$ cat config.mk
export PLATFORM = sky130hd
export DESIGN_NAME = link_transmitter
export DESIGN_NICKNAME = d
export VERILOG_FILES = /design/src/rtl/link_pkg.sv /design/src/rtl/link_tx_shifter.sv /design/src/rtl/link_transmitter.sv
export SDC_FILE = /design/constraint.sdc
export NUM_CORES = 1
export LEC_CHECK = 0
export BUFFER_PORTS_ARGS = -buffer_cell sky130_fd_sc_hd__buf_2
export CAP_MARGIN = 10
export CORE_ASPECT_RATIO = 0.8
export CORE_MARGIN = 8
export CORE_UTILIZATION = 40
export CTS_CLUSTER_SIZE = 16
export DETAILED_ROUTE_END_ITERATION = 8
export GPL_ROUTABILITY_DRIVEN = 0
export SETUP_SLACK_MARGIN = 0.3
export SYNTH_ARGS = -nofsm -noshare
export SYNTH_HDL_FRONTEND = slang
export SYNTH_HIERARCHICAL = 1
export SYNTH_SLANG_ARGS = --single-unit
$ cat constraint.sdc
create_clock -name LINK_CLK -period 1.9 [get_ports LINK_CLK]
set_input_delay 0.095 -clock LINK_CLK [delete_from_list [all_inputs] [get_ports LINK_CLK]]
set_output_delay 0.095 -clock LINK_CLK [all_outputs]
set_load 0.005 [all_outputs]
$ cat src/rtl/link_pkg.sv
`default_nettype none
// +--------------------------------------------------------------------------+
// | link_pkg : word/counter types and FSM states shared by link tx and rx;    |
// | ST_GAP exists only with LINK_TX_GAP_EN.          Revision 1.0             |
// +--------------------------------------------------------------------------+
package link_pkg;

  localparam int LINK_WORD_W = 16;
  localparam int LINK_CNT_W  = 4;

  // Index 0 of a link word is the first bit on the wire.
  typedef logic [0:LINK_WORD_W-1] link_word_t;
  typedef logic [LINK_CNT_W-1:0]  link_cnt_t;

  localparam link_cnt_t CNT_PRELAST = link_cnt_t'(LINK_WORD_W - 2);

  typedef enum logic [1:0] {
    ST_IDLE  = 2'd0,
    ST_SHIFT = 2'd1
`ifdef LINK_TX_GAP_EN
    , ST_GAP = 2'd2
`endif
  } link_state_e;

endpackage
`default_nettype wire

$ cat src/rtl/link_tx_shifter.sv
`default_nettype none
// +--------------------------------------------------------------------------+
// | link_tx_shifter : serialising shift register with bit counter and        |
// | registered last-bit flag.                        Revision 1.0             |
// +--------------------------------------------------------------------------+
module link_tx_shifter
  import link_pkg::*;
(
  input  logic       clk,
  input  logic       rst_n,
  input  logic       load,
  input  logic       shift,
  input  link_word_t word,
  output logic       s_out,
  output logic       last
);

  link_word_t sreg_q, sreg_d;
  link_cnt_t  cnt_q,  cnt_d;
  logic       last_q, last_d;

  // Zeros are shifted in, so one flush shift after bit 15 leaves the line low.
  always_comb begin
    sreg_d = sreg_q;
    cnt_d  = cnt_q;
    last_d = 1'b0;
    if (load) begin
      sreg_d = word;
      cnt_d  = '0;
    end else if (shift) begin
      sreg_d = {sreg_q[1:LINK_WORD_W-1], 1'b0};
      cnt_d  = cnt_q + link_cnt_t'(1);
      last_d = (cnt_q == CNT_PRELAST);
    end
  end

  always_ff @(posedge clk or negedge rst_n) begin
    if (!rst_n) begin
      sreg_q <= '0;
      cnt_q  <= '0;
      last_q <= 1'b0;
    end else begin
      sreg_q <= sreg_d;
      cnt_q  <= cnt_d;
      last_q <= last_d;
    end
  end

  assign s_out = sreg_q[0];
  assign last  = last_q;

endmodule
`default_nettype wire

$ cat src/rtl/link_transmitter.sv
`default_nettype none
// +--------------------------------------------------------------------------+
// | link_transmitter : holding register + FSM feeding link_tx_shifter;       |
// | LINK_TX_GAP_EN inserts GAP_CYCLES idle cycles between frames. Rev 1.0    |
// +--------------------------------------------------------------------------+
module link_transmitter
  import link_pkg::*;
#(
  parameter int GAP_CYCLES = 1
)
(
  input  logic                   LINK_CLK,
  input  logic                   RESETN,
  input  logic [0:LINK_WORD_W-1] DATA_IN,
  input  logic                   SEND,
  output logic                   READY,
  output logic                   S_OUT,
  output logic                   SYNC,
  output logic                   FRAME_DONE
);

  if (GAP_CYCLES < 1 || GAP_CYCLES > 15) begin : g_gap_cycles_check
    $error("link_transmitter: GAP_CYCLES must be in 1..15");
  end

  link_state_e state_q, state_d;
  link_word_t  hold_q, hold_d;
  logic        valid_q, valid_d;
  logic        frame_done_q, frame_done_d;
  logic        load, shift, last;

`ifdef LINK_TX_GAP_EN
  localparam link_cnt_t GAP_LAST = link_cnt_t'(GAP_CYCLES - 1);
  link_cnt_t gap_cnt_q, gap_cnt_d;
`endif

  always_comb begin
    state_d      = state_q;
    hold_d       = hold_q;
    valid_d      = valid_q;
    load         = 1'b0;
    shift        = 1'b0;
    frame_done_d = last;
`ifdef LINK_TX_GAP_EN
    gap_cnt_d    = gap_cnt_q;
`endif
    case (state_q)
      ST_IDLE: begin
        if (valid_q) begin
          load    = 1'b1;
          state_d = ST_SHIFT;
        end
      end
      ST_SHIFT: begin
        if (!last) begin
          shift = 1'b1;
`ifdef LINK_TX_GAP_EN
        end else begin
          shift     = 1'b1;
          gap_cnt_d = '0;
          state_d   = ST_GAP;
        end
`else
        end else if (valid_q) begin
          load = 1'b1;
        end else begin
          shift   = 1'b1;
          state_d = ST_IDLE;
        end
`endif
      end
`ifdef LINK_TX_GAP_EN
      ST_GAP: begin
        gap_cnt_d = gap_cnt_q + link_cnt_t'(1);
        if (gap_cnt_q == GAP_LAST) begin
          gap_cnt_d = '0;
          if (valid_q) begin
            load    = 1'b1;
            state_d = ST_SHIFT;
          end else begin
            state_d = ST_IDLE;
          end
        end
      end
`endif
      default: state_d = ST_IDLE;
    endcase

    // READY is ~valid, so a transfer and an accept never share an edge.
    if (load) begin
      valid_d = 1'b0;
    end else if (SEND && !valid_q) begin
      valid_d = 1'b1;
      hold_d  = DATA_IN;
    end
  end

  always_ff @(posedge LINK_CLK or negedge RESETN) begin
    if (!RESETN) begin
      state_q      <= ST_IDLE;
      hold_q       <= '0;
      valid_q      <= 1'b0;
      frame_done_q <= 1'b0;
    end else begin
      state_q      <= state_d;
      hold_q       <= hold_d;
      valid_q      <= valid_d;
      frame_done_q <= frame_done_d;
    end
  end

`ifdef LINK_TX_GAP_EN
  always_ff @(posedge LINK_CLK or negedge RESETN) begin
    if (!RESETN) begin
      gap_cnt_q <= '0;
    end else begin
      gap_cnt_q <= gap_cnt_d;
    end
  end
`endif

  link_tx_shifter u_shifter (
    .clk   (LINK_CLK),
    .rst_n (RESETN),
    .load  (load),
    .shift (shift),
    .word  (hold_q),
    .s_out (S_OUT),
    .last  (last)
  );

  assign READY      = ~valid_q;
  assign SYNC       = last;
  assign FRAME_DONE = frame_done_q;

endmodule
`default_nettype wire

; Word level (Yosys, flattened, before mapping)
; Index checks and enable logic that the tools add are counted.
; Widths: inputs -> output; s select.
[word_totals]
elab_cells = 40
reg_bits = 41
output_inout_bits = 4
in_bits = 19
[classes]
n_eq_ne = 5
n_addsub = 1
reduce_logical = 7
bitwise = 2
muxes = 18
[op_table]
columns = op, count
row1 = $mux 16, 2
row2 = $mux 1, 9
row3 = $mux 4, 2
row4 = $mux 2, 3
row5 = $add 4x1->4 const B, 1
row6 = $eq 4x4->1 const B, 1
row7 = $ne 2x2->1 const B, 2
row8 = $pmux 2 s2, 1
row9 = $reduce_bool 2->1, 2
row10 = $reduce_and 3->1, 1
row11 = $eq 2x1->1 const B, 1
row12 = $logic_not 2->1, 1
row13 = $ne 2x1->1 const B, 1
row14 = $not 1->1, 2
row15 = $pmux 1 s2, 1
row16 = $reduce_and 2->1, 1
row17 = $logic_and 1x1->1, 1
row18 = $logic_not 1->1, 1

; Longest topological paths before layout
[logic_depth]
ltp_word = 5
depth_mapped = 6
mapped_depth_nobuf = 4

; Hierarchy
; Netlist, hierarchy kept.
[modules_own_cells]
columns = module, n_inst, area_per_inst_um2, seq_area_each_um2, cells_each
row1 = link_tx_shifter, 1, 987.2, 525.5, 91
row2 = link_transmitter, 1, 763.2, 475.5, 44

; Worst setup path before layout
; Ideal clock, no wire load.
[synth_path]
path_type = reg2reg
start = register u_shifter.last_q (netlist: u_shifter/last)
end = register u_shifter.sreg_q[6]
arrival_ps = 1314
setup_slack_ps = 465
stages_incl_launch_ff = 5
n_path_buf = 1
setup_time_ps = 120
period_less_slack_ps = 1435
required_time_ps = 1780
cell_sequence = dfrtp_1 a21boi_0 buf_6 mux2i_1 o21ai_2
[synth_between]
elab_chain_len = 3
elab_cells_between_ends = 6
[synth_lines]
columns = element, line_no
row1 = from (decl), link_tx_shifter.sv:20  ; logic last_q, last_d;
row2 = from (signal assigned), link_tx_shifter.sv:45  ; last_q <= last_d;
row3 = $mux 1, link_transmitter.sv:55  ; if (!last) begin
row4 = $mux 1, link_transmitter.sv:47  ; case (state_q)
row5 = named net shift, link_transmitter.sv:30  ; logic load, shift, last;
row6 = $reduce_bool 2->1 (no line), -
row7 = to (signal assigned), link_tx_shifter.sv:43  ; sreg_q <= sreg_d;
row8 = to (decl), link_tx_shifter.sv:18  ; link_word_t sreg_q, sreg_d;
; The timed path passes the listed nets, and every way through them passes these cells.
; A chain may end at the register's enable or synchronous reset.

; Worst setup path in the final report
[layout_path]
start = register valid_q
end = register u_shifter.sreg_q[0]
[layout_between]
elab_chain_len = 4
elab_cells_between_ends = 8
[layout_lines]
columns = element, line_no
row1 = from (decl), link_transmitter.sv:28  ; logic valid_q, valid_d;
row2 = from (signal assigned), link_transmitter.sv:107  ; valid_q <= valid_d;
row3 = $mux 1 (*), "link_transmitter.sv:49, link_transmitter.sv:64"
row4 = $mux 1, link_transmitter.sv:55
row5 = $pmux 1 s2 (*), link_transmitter.sv:47
row6 = named net load, link_transmitter.sv:30
row7 = $mux 16 / $reduce_bool 2->1 (equally long branches), -
; The timed path passes the listed nets; every way through them passes the cells marked *.

==> impl_metrics.py <==
metrics = {
    "global_route": {
        "busiest_layer": "met2",
        "grt_util_all_layers": 0.0945,
        "antenna_found_initial": 0,
        "grt_pass1_wl_um": 4920,
        "grt_max_degree": 36,
        "overflow": 0,
        "grt_pass1_vias": 1078,
        "grtUsageMet2": 0.133,
        "use_met1": 0.117,
        "met3_usage": 0.0349,
    },
    "pwr": {
        "irDropWorstVdd_v": 0.000586,
        "power_leakage_uw": 0.00103,
        "power_density_nw_per_um2": 1430,
    },
    "routing": {
        "vias": 1040,
        "drt-initial-drc-count": 24,
        "routed_wl_um": 2930,
        "drc": 0,
        "ant_nets": 0,
        "post_drt_wl_per_cell_um": 13.2,
        "avgViaCountPerCell": 4.68,
        "first_pass_iters": 4,
    },
    "floorplanning": {
        "start_util": 0.416,
        "io_pins": 23,
        "rows": 21,
        "core_area_sq_um": 4200,
        "die_w_um": 90.0,
        "die_area_sq_um": 6760,
        "die_height_um": 75.2,
    },
    "logic_synthesis": {
        "syn_area_sq_um": 1750,
        "synth_top_area_share": 0.572,
        "yosys.cell_types.count": 27,
        "synth_area_leader_cell": "dfrtp_1",
        "ys_seq_area_frac": 0.572,
        "synth_area_leaders": "dfrtp_1, mux2i_1, mux2_4, mux2_2, o21ai_1",
        "synthCells": 135,
        "syn_area_per_cell_sq_um": 13.0,
        "yosys_warnings": 6,
        "syn_nets": 156,
        "ys_ff_latch": 40,
    },
    "cells_and_area": {
        "nFillCells": 404,
        "area_growth_pct": 15.6,
        "drive_gt1_frac": 0.358,
        "final_nets": 185,
        "num_antenna_cells": 0,
    },
    "critical_path": {
        "cp-start-kind": "flop",
        "critPathCaptureType": "flop",
        "r2r_cells": 5,
        "critPathKind": "reg -> reg",
        "rrSetupSlack_ps": 510,
        "cp_max_fo": 35,
        "cp.arrival_ps": 1560,
        "rr_endpoint": "u_shifter/sreg_q[0]",
        "worstReg2RegStart": "valid_q",
        "cp_data_required_time_ps": 2080,
    },
    "timing": {
        "layout_min_cycle_time_ps": 1390,
        "drv_slew": 0,
        "relSlewSlack": 0.755,
        "setup_slack_ps": 512,
        "setup_tns_ps": 0,
        "rsz0062_at_grt": "false",
        "clock.fmax_mhz": 720,
        "worst_slew_pin_slew_ps": 368,
        "hold_viol_final": 0,
        "clock_skew_ps": 7.57,
        "finalCritPeriodShare": 0.731,
        "setup_violations": 0,
    },
    "outcome": {
        "status": "completed",
    },
    "cts": {
        "cts_tree": "done",
        "post_cts_resized": 0,
        "postCtsHoldBufs": 1,
        "clkLatencyLatePin_ps": 290,
        "htreeDepth": 2,
        "clkTransAtPathRegs_ps": 80,
        "root_buffer": "clkbuf_8",
        "clock_sinks": 40,
        "clock_path_buffers": 2,
        "cts_buffers": 5,
        "postCtsSetupRepairBufs": 0,
    },
    "min_path": {
        "hp-start": "DATA_IN[2]",
        "holdPathStages": 2,
        "min_to": "hold_q[13]",
        "holdCritPathClass": "in -> reg",
    },
    "run": {
        "cap_violations": 0,
    },
    "placement": {
        "preCtsSetupSlack_ps": 520,
        "dp_hpwl_um": 2100,
        "port_buffers": 22,
    },
}
Yosys cell counts:
| library cell | instances |
|---|---|
| buf_12 | 1 |
| a31o_2 | 1 |
| ha_1 | 2 |
| nand4_1 | 1 |
| buf_6 | 3 |
| inv_1 | 3 |
| mux2_4 | 9 |
| nand2_1 | 16 |
| mux2_1 | 1 |
| a21boi_0 | 1 |
| nor2_1 | 2 |
| a21bo_2 | 1 |
| nand3b_1 | 1 |
| a21oi_1 | 3 |
| o21ai_2 | 1 |
| xnor2_1 | 1 |
| nor2b_1 | 2 |
| o21ai_1 | 14 |
| nand2b_1 | 2 |
| mux2_2 | 7 |
| or2b_1 | 1 |
| mux2i_1 | 15 |
| dfrtp_1 | 40 |
| buf_2 | 4 |
| o21ai_0 | 1 |
| a21o_1 | 1 |
| and4_1 | 1 |
cells by family after synthesis:
group,share of synthesized area
AND/OR/NAND/NOR,0.0701
buffers and inverters,0.0486
flip-flops,0.572
multiplexers,0.214
XOR/XNOR,0.00500
adder cells (fa/ha/maj),0.0143
AO/OA/AOI/OAI,0.0758
per-stage QoR:
stage	hold slack (ps)	std cells	util	cell area [sq um]	power, uW
after floorplan	-201	135	-	1750	2130
after global placement	38.7	213	0.457	1920	2310
after global routing	17.1	222	0.481	2020	3100
after CTS	14.0	222	0.481	2020	2940
after detailed placement	38.5	213	0.457	1920	2350
final	22.5	222	0.481	2020	2900
worst max path at each step:
stage | start | to | slack (ps) | cells after the start
floorplan | u_shifter/last | u_shifter/sreg_q[6] | 470 | 4
global placement | valid_q | u_shifter/sreg_q[15] | 600 | 4
detailed placement | valid_q | u_shifter/sreg_q[0] | 520 | 5
CTS | valid_q | u_shifter/sreg_q[0] | 500 | 5
global route | valid_q | u_shifter/sreg_q[0] | 370 | 5
finish | valid_q | u_shifter/sreg_q[0] | 510 | 5
state kept, by name, summed over array words and instances (netlist names):
| name | cells |
|---|---|
| FRAME_DONE | 1 |
| hold_q | 16 |
| state_q | 1 |
| u_shifter/cnt_q | 4 |
| u_shifter/last | 1 |
| u_shifter/sreg_q | 16 |
| valid_q | 1 |
power by group:
group | switching, uW | leakage, uW | internal [uW] | total [uW]
clock network | 292 | 0.0000510 | 290 | 582
registers | 221 | 0.000498 | 1220 | 1440
logic | 363 | 0.000482 | 514 | 876
cells in the final DEF (no fill, tap or decap), types with 2 or more instances in the layout:
cell type,count
dfrtp_1,40
buf_2,22
nand2_1,16
mux2i_1,15
o21ai_1,14
mux2_4,9
mux2_2,7
buf_4,7
clkbuf_8,6
inv_1,3
clkinv_2,2
nand2b_1,2
a21oi_1,2
nor2_1,2
ha_1,2
layout make-up:
type,count,area (sq um),share of cell area
well taps,57,71.3,0.0353
inverters,3,11.3,0.00557
repair buffers,30,173,0.0853
flip-flops and latches,40,1000,0.495
clock inverters,2,10.0,0.00495
multi-input cells,84,674,0.333
clock buffers,6,82.6,0.0408
critical path, cell delays in order (launching register included):
cell      delay, ps
dfrtp_1         440
inv_1            90
a21oi_2         160
buf_4           340
nand2b_1        150
o21ai_0          80
layer usage:
metal | routed length [um] | up-vias
li1 | - | 520
met1 | 1520 | 493
met2 | 1200 | 19
met3 | 128 | 8
met4 | 77 | 0
met5 | 0 | -
Note: power is estimated with default switching activity, not from simulation.
